==> src/rtl/mem_arbiter_pkg.sv <==
// mem_arbiter_pkg
//   Shared definitions for the memory-port arbiter: the CPU datapath width,
//   the arbiter FSM state encoding and the owner (requester) encoding.
//   There are no ports; the package is imported by rr_arb2 and mem_arbiter.
package mem_arbiter_pkg;

  localparam int CPU_WIDTH = 32;

  typedef enum logic [1:0] {
    ST_IDLE = 2'd0,
    ST_REQ  = 2'd1,
    ST_RESP = 2'd2,
    ST_DONE = 2'd3
  } arb_state_t;

  typedef enum logic {
    OWN_IFU = 1'b0,
    OWN_LSU = 1'b1
  } owner_t;

  // The requester that did not take the previous grant.
  function automatic owner_t other_owner(input owner_t o);
    return (o == OWN_IFU) ? OWN_LSU : OWN_IFU;
  endfunction

endpackage

==> src/rtl/mem_arbiter_rr_arb2.sv <==
// rr_arb2
//   Combinational 2-way round-robin grant.
//   Ports:
//     ifu_valid  in   IFU is requesting
//     lsu_valid  in   LSU is requesting
//     last_grant in   owner of the most recently completed transaction
//     gnt_valid  out  some requester is granted
//     gnt        out  granted owner (meaningful only when gnt_valid)
module rr_arb2
  import mem_arbiter_pkg::*;
(
  input  logic   ifu_valid,
  input  logic   lsu_valid,
  input  owner_t last_grant,
  output logic   gnt_valid,
  output owner_t gnt
);

  always_comb begin
    gnt_valid = ifu_valid | lsu_valid;
    gnt       = OWN_IFU;
    if (ifu_valid && lsu_valid) begin
      // On a tie the requester that was not served last wins.
      gnt = other_owner(last_grant);
    end else if (lsu_valid) begin
      gnt = OWN_LSU;
    end
  end

endmodule

==> src/rtl/mem_arbiter.sv <==
// mem_arbiter
//   Shares the single memory port between the IFU (read-only fetch) and the
//   LSU (load/store). One transaction is outstanding at a time; the slave
//   response is buffered and returned to the master that issued it. A
//   response-timeout counter completes the transaction with an error if the
//   slave never answers.
//   Ports:
//     clk, rst                      clock, asynchronous active-high reset
//     ifu_req_*/ifu_addr            IFU request channel
//     ifu_resp_*/ifu_rdata          IFU response channel (+ timeout error)
//     lsu_req_*/lsu_addr/wen/wdata/wmask   LSU request channel
//     lsu_resp_*/lsu_rdata          LSU response channel (+ timeout error)
//     mem_req_*/mem_addr/wen/wdata/wmask   request to the memory slave
//     mem_resp_*/mem_rdata          response from the memory slave
module mem_arbiter
  import mem_arbiter_pkg::*;
#(
  parameter int ADDR_W  = CPU_WIDTH,
  parameter int DATA_W  = CPU_WIDTH,
  parameter int TIMEOUT = 255
) (
  input  logic                clk,
  input  logic                rst,

  input  logic                ifu_req_valid,
  output logic                ifu_req_ready,
  input  logic [ADDR_W-1:0]   ifu_addr,
  output logic                ifu_resp_valid,
  input  logic                ifu_resp_ready,
  output logic [DATA_W-1:0]   ifu_rdata,
  output logic                ifu_resp_err,

  input  logic                lsu_req_valid,
  output logic                lsu_req_ready,
  input  logic [ADDR_W-1:0]   lsu_addr,
  input  logic                lsu_wen,
  input  logic [DATA_W-1:0]   lsu_wdata,
  input  logic [DATA_W/8-1:0] lsu_wmask,
  output logic                lsu_resp_valid,
  input  logic                lsu_resp_ready,
  output logic [DATA_W-1:0]   lsu_rdata,
  output logic                lsu_resp_err,

  output logic                mem_req_valid,
  input  logic                mem_req_ready,
  output logic [ADDR_W-1:0]   mem_addr,
  output logic                mem_wen,
  output logic [DATA_W-1:0]   mem_wdata,
  output logic [DATA_W/8-1:0] mem_wmask,
  input  logic                mem_resp_valid,
  output logic                mem_resp_ready,
  input  logic [DATA_W-1:0]   mem_rdata
);

  localparam int CNT_W = 16;
  localparam logic [CNT_W-1:0] CNT_LAST = CNT_W'(TIMEOUT - 1);
  localparam logic [CNT_W-1:0] CNT_MAX  = '1;

  arb_state_t state_q, state_n;
  owner_t     last_grant_q;
  owner_t     owner_q;
  owner_t     gnt;
  logic       gnt_valid;

  logic [CNT_W-1:0]    cnt_q;
  logic [ADDR_W-1:0]   addr_q;
  logic                wen_q;
  logic [DATA_W-1:0]   wdata_q;
  logic [DATA_W/8-1:0] wmask_q;
  logic [DATA_W-1:0]   rdata_q;
  logic                err_q;

  logic accept;
  logic timeout;
  logic owner_resp_ready;

  rr_arb2 u_rr_arb2 (
    .ifu_valid  (ifu_req_valid),
    .lsu_valid  (lsu_req_valid),
    .last_grant (last_grant_q),
    .gnt_valid  (gnt_valid),
    .gnt        (gnt)
  );

  assign accept           = (state_q == ST_IDLE) && gnt_valid && !rst;
  assign timeout          = (cnt_q == CNT_LAST);
  assign owner_resp_ready = (owner_q == OWN_IFU) ? ifu_resp_ready : lsu_resp_ready;

  // Next-state and handshake outputs. Everything is forced low while rst is
  // high, because IDLE otherwise exposes combinational ready signals.
  always_comb begin
    state_n        = state_q;
    ifu_req_ready  = 1'b0;
    lsu_req_ready  = 1'b0;
    ifu_resp_valid = 1'b0;
    lsu_resp_valid = 1'b0;
    mem_req_valid  = 1'b0;
    mem_resp_ready = 1'b0;
    if (!rst) begin
      case (state_q)
        ST_IDLE: begin
          ifu_req_ready  = gnt_valid && (gnt == OWN_IFU);
          lsu_req_ready  = gnt_valid && (gnt == OWN_LSU);
          // Stray or late slave responses are drained and discarded here.
          mem_resp_ready = 1'b1;
          if (gnt_valid) state_n = ST_REQ;
        end
        ST_REQ: begin
          mem_req_valid = 1'b1;
          if (mem_req_ready) state_n = ST_RESP;
        end
        ST_RESP: begin
          mem_resp_ready = 1'b1;
          if (mem_resp_valid || timeout) state_n = ST_DONE;
        end
        ST_DONE: begin
          ifu_resp_valid = (owner_q == OWN_IFU);
          lsu_resp_valid = (owner_q == OWN_LSU);
          if (owner_resp_ready) state_n = ST_IDLE;
        end
        default: state_n = ST_IDLE;
      endcase
    end
  end

  always_ff @(posedge clk or posedge rst) begin
    if (rst) begin
      state_q      <= ST_IDLE;
      last_grant_q <= OWN_LSU;
      owner_q      <= OWN_IFU;
      cnt_q        <= '0;
      addr_q       <= '0;
      wen_q        <= 1'b0;
      wdata_q      <= '0;
      wmask_q      <= '0;
      rdata_q      <= '0;
      err_q        <= 1'b0;
    end else begin
      state_q <= state_n;
      case (state_q)
        ST_IDLE: begin
          if (accept) begin
            owner_q <= gnt;
            if (gnt == OWN_IFU) begin
              // Fetches are always reads with no byte strobes.
              addr_q  <= ifu_addr;
              wen_q   <= 1'b0;
              wdata_q <= '0;
              wmask_q <= '0;
            end else begin
              addr_q  <= lsu_addr;
              wen_q   <= lsu_wen;
              wdata_q <= lsu_wdata;
              wmask_q <= lsu_wmask;
            end
          end
        end
        ST_REQ: begin
          if (mem_req_ready) cnt_q <= '0;
        end
        ST_RESP: begin
          if (mem_resp_valid) begin
            rdata_q <= wen_q ? '0 : mem_rdata;
            err_q   <= 1'b0;
          end else if (timeout) begin
            rdata_q <= '0;
            err_q   <= 1'b1;
          end else if (cnt_q != CNT_MAX) begin
            // Saturating so a maximal TIMEOUT can never wrap the count.
            cnt_q <= cnt_q + 1'b1;
          end
        end
        ST_DONE: begin
          if (owner_resp_ready) last_grant_q <= owner_q;
        end
        default: ;
      endcase
    end
  end

  // Latched request fields are held steady for the slave; buffered response
  // data is steered only to the owning master.
  assign mem_addr     = addr_q;
  assign mem_wen      = wen_q;
  assign mem_wdata    = wdata_q;
  assign mem_wmask    = wmask_q;
  assign ifu_rdata    = (owner_q == OWN_IFU) ? rdata_q : '0;
  assign lsu_rdata    = (owner_q == OWN_LSU) ? rdata_q : '0;
  assign ifu_resp_err = (owner_q == OWN_IFU) && err_q;
  assign lsu_resp_err = (owner_q == OWN_LSU) && err_q;

endmodule

==> config.mk <==
export PLATFORM = sky130hd
export DESIGN_NAME = mem_arbiter
export DESIGN_NICKNAME = d
export VERILOG_FILES = /design/src/rtl/mem_arbiter_pkg.sv /design/src/rtl/mem_arbiter_rr_arb2.sv /design/src/rtl/mem_arbiter.sv
export SDC_FILE = /design/constraint.sdc
export NUM_CORES = 1
export LEC_CHECK = 0
export BUFFER_PORTS_ARGS = -buffer_cell sky130_fd_sc_hd__buf_2
export CAP_MARGIN = 20
export CORE_AREA = 2 2 108 110
export CTS_BUF_LIST = sky130_fd_sc_hd__clkbuf_2
export DETAILED_ROUTE_END_ITERATION = 12
export DIE_AREA = 0 0 110 112
export PLACE_DENSITY_LB_ADDON = 0.05
export SYNTH_ARGS = -nofsm -noshare
export SYNTH_HDL_FRONTEND = slang
export SYNTH_SLANG_ARGS = --single-unit
==> constraint.sdc <==
create_clock -name clk -period 13 [get_ports clk]
set_input_delay 2.6 -clock clk [delete_from_list [all_inputs] [get_ports clk]]
set_output_delay 2.6 -clock clk [all_outputs]
set_load 0.02 [all_outputs]
Word-level counts from Yosys, hierarchy flattened
Index checks and enable logic that the tools add are counted.
- output and inout port bits: 141
- bits in registers: 122
- input port bits: 141
- word-level logic and storage cells: 82
- equality and inequality tests: 12
- reductions and logical operators: 18
- mux-type cells: 37
- add/sub/neg operators: 1
- bitwise gates (word level): 4
- operator list (kind ; count):
    2-to-1 mux 32 bit ; 7
    2-to-1 mux 16 bit ; 4
    case mux 16 bit (2 select lines) ; 1
    2-to-1 mux 1 bit ; 19
    adder 16 x 1 -> 16 bit, second input constant ; 1
    == test 16 x 8 -> 1 bit, second input constant ; 1
    inequality test 16 bit, second input constant ; 1
    inequality test 2 bit, second input constant ; 7
    AND reduction 5 bit ; 2
    2-to-1 mux 2 bit ; 4
    case mux 2 bit (4 select lines) ; 1
    logical AND 1 bit ; 7
    AND reduction 2 bit ; 3
    == test 2 bit, second input constant ; 2
    2-to-1 mux 4 bit ; 1
    nonzero test 2 bit ; 2
    inverter 1 bit ; 3
    == test 2 x 1 -> 1 bit, second input constant ; 1
    logical NOT 2 bit ; 1
    OR reduction 2 bit ; 1
    logical NOT 1 bit ; 1
    logical OR 1 bit ; 1
    OR 1 bit ; 1

Depth between registers and ports, before layout
- depth in word-level cells: 6
- mapped depth: 9
- depth with buffers taken out: 7

Hierarchy
Synthesis repeated with hierarchy kept, for this count alone.
- cells, all modules: 672
- area total of the unflattened synthesis: 6064.6 um^2
- modules (own cells, without submodules) (module ; sequential area each (um^2) ; area an instance (um^2) ; times used ; cells an instance):
    mem_arbiter ; 3054.2 ; 6050.8 ; 1 ; 670
    rr_arb2 ; 0.0 ; 13.8 ; 1 ; 2

Worst setup path before layout
Ideal clock, no wire load.
- kind: input to output
- from: in rst
- to: out ifu_req_ready
- arrival time: 6.645 ns
- path buffers: 1
- path slack: 3.755 ns
- cell stages on the path: 4
- required time: 10.400 ns
- path through: inv_1 -> nand3b_1 -> a21oi_1 -> clkbuf_1
- cells in the longest elaborated chain, start to end: 1
- ends and longest elaborated chain (item ; line ; text):
    start: declaration ; mem_arbiter.sv:23 ; input logic rst,
    2-to-1 mux 1 bit ; mem_arbiter.sv:99 ; if (!rst) begin
    end: declaration ; mem_arbiter.sv:26 ; output logic ifu_req_ready,
No other way between the ends.

Final worst setup path
Ends and elaborated chain as after synthesis.

==> results.cfg <==
[drt]
viasPerCell = 5.45
post_drt_wl_per_cell_um = 16.3
routed-via-count = 5324
post-route-drc-count = 0
dr.pass1.iters = 9
drt.antenna.violating_nets = 0
drt-total-wl_mm = 15.9
drt_iter0_markers = 528

[cts]
tritoncts = built
clock_sinks = 122
clk_latency_ns = 0.62
cts_max_level = 4
cts_resized = 0
post-cts-setup-buffers = 0
clockBufferDepth = 2
cts-buffers-inserted = 17
holdBufCountCts = 0
clk_root_buffer_cell = clkbuf_2
clk_pin_slew_worst_paths_ns = 0.17

[logic_synthesis]
yosysUniqueCellTypes = 45
syn_area_um2 = 5610
ys_ff_latch = 122
yosysTopAreaCell = dfrtp_1
postSynthAreaPerCell_um2 = 10.1
synth.net_count = 704
yosysMostFrequentCell = dfrtp_1
synth_warnings = 0
yosysTopAreaCellShare = 0.539
synthArstFlopShare = 1.00
yosys-top-cells-area = dfrtp_1 54%, a22o_1 5.8%, a222oi_1 5.7%
yosysSeqAreaShare = 0.544
ys.flop_type = dfrtp_1
synthCells = 556
synth_edf_count = 0
ys_top_cells_by_count = 121 x dfrtp_1, 73 x nand2_1, 50 x nand3_1

[power_and_ir_drop]
irDropWorstVdd_mv = 0.115
power.density_cell_area_nw_per_um2 = 236
leakagePower_nw = 4.26

[floorplanning]
boundaryPins = 282
coreArea_um2 = 11200
die_h_um = 112
die-area_um2 = 12300
die_w_um = 110
initial_utilization = 0.502
row_count = 39

[place]
port-buffer-count = 281
dp_hpwl_mm = 11.8
gp_congestion = 0.875
dp_slack_ns = 6.14
dp_cells = 944

[timing]
setup_viol = 0
fin_crit_sh = 0.525
rsz0062_at_grt = no
finalMaxSlewViolations = 0
worst_slack_ns = 6.18
fin_skew_ns = 0.0307
min_period_ns = 6.82
tightest_slew_ns = 0.972
fin_hold_ws_ns = 0.503
hold_viol = 0
slew_headroom = 0.352
fmax_ghz = 0.147
fin_setup_tns_ns = 0

[finish]
fin_cells = 976
final_nets = 968
diodes = 0
drive_gt1_frac = 0.399
fin_util = 0.663
fill_cells = 927
syn2layout_area_growth_pct = 32.1

[worst_setup_path]
crit_family = buffers and inverters
reg2reg_slack_ns = 10.18
end_kind = output pin
r2r_cells = 6
cp_slowest_cell = inv_4
rr_startpoint = state_q[0]
path_buf_inv = 4
r2r_end = cnt_q[15]
cp-start-kind = input port
crit_type = in2out
worstPathRequired_ns = 10.40
cp.arrival_ns = 4.22
crit_chain = buf_2, inv_4, nand3b_1, a21oi_2, buf_4, buf_2
cp_common_cell = buf_2
cp_max_fo = 63
slowest_delay_ns = 0.53

[worst_hold_path]
min-delay-start = rdata_q[16]
hold_path.class = reg2reg
whs_endpoint = rdata_q[16]
hold_depth = 2

[run]
cap_violations = 0

[global_route]
grt_antenna_before_repair = 0
grt_pass1_vias = 4965
grt_max_degree = 72
grt_util_all_layers = 0.255
grt_pass1_wl_mm = 24.5
grt-ovfl-total = 0

[status]
status = finished, final reports clean
placed cells by master, fill, tap and decap left out, types with 2 or more instances in the layout:
cell        netlist  final
a222oi_1         32     32
or4_1             3      3
ha_1              7      7
inv_1            40     39
o31ai_1           2      2
nor2_1           14     14
and4b_1           2      2
bufinv_16         0      5
buf_2             3    281
dfrtp_1         121    120
or3_1             2      2
and3_1            2      2
nor2b_1          34     33
and2_1           34     34
a21oi_1           5      4
clkinvlp_4        0      2
nor4_1            4      4
a21o_1            7      7
o211ai_1          2      2
nand4_1           6      6
inv_6             0      2
clkinv_4          0      4
clkbuf_2          0     19
o41ai_1           4      4
nand3b_1          2      2
mux2i_1           4      4
o21ai_0           8      8
nand3_1          50     50
nand2_1          73     73
buf_4             0      6
a211o_1           2      2
a22o_1           37     37
power breakdown:
group	leakage (nW)	switching (mW)	internal, mW
combinational	2.50	0.489	0.299
sequential	1.58	0.135	0.536
clock	0.175	0.142	0.150
total	4.26	0.766	0.985
layout make-up:
class / instances / area [um2] / area share
clock buffer: 19 / 95.1 / 0.0128
inverter: 40 / 153 / 0.0206
clock inverter: 13 / 218 / 0.0294
tap: 143 / 179 / 0.0241
timing repair buffer: 288 / 1470 / 0.198
multi-input combinational: 351 / 2250 / 0.303
sequential: 122 / 3060 / 0.412
sequential cells by signal (all words and copies together), names as in the netlist, 2 cells and up:
signal	count
cnt_q	16
mem_wdata	32
rdata_q	32
state_q	2
mem_wmask	4
mem_addr	32
worst min-delay path: stages, from the launching register on:
cell     delay, ns
dfrtp_1       0.39
nand2_1       0.05
nand2_1       0.05
how the worst max path moves through the flow:
stage | startpoint | endpoint | cells after the start
6_report | rst | ifu_req_ready | 6
5_1_grt | rst | ifu_req_ready | 6
4_1_cts | rst | ifu_req_ready | 6
3_5_place_dp | rst | ifu_req_ready | 6
3_3_place_gp | rst | ifu_req_ready | 6
2_1_floorplan | rst | ifu_req_ready | 4
routing by layer:
metal / part of all wire / GRT usage / vias up
met3: 0.072 / 0.0562 / 20
met4: 0.016 / 0.0726 / 0
li1: - / - / 2501
met1: 0.41 / 0.336 / 2571
met2: 0.50 / 0.421 / 232
met5: 0 / 0 / -
metrics by stage:
| stage | instance area (um2) | power, mW |
|---|---|---|
| final | 7410 | 1.75 |
| after global routing | 7410 | 1.87 |
| after CTS | 7410 | 1.76 |
| after detailed placement | 7100 | 1.47 |
| after global placement | 7090 | 1.45 |
| after floorplan | 5610 | 1.18 |
logic make-up (layout without fill, tap and decap cells):
group,Yosys count,in the layout,synth area share
buffers and inverters,83,360,0.0575
DFF,122,122,0.544
AOI/OAI and AO/OA,105,105,0.159
muxes,5,5,0.00914
adders and majority gates,7,7,0.0156
and+or+nand+nor,234,234,0.215
Note: power is estimated with default switching activity, not from simulation.
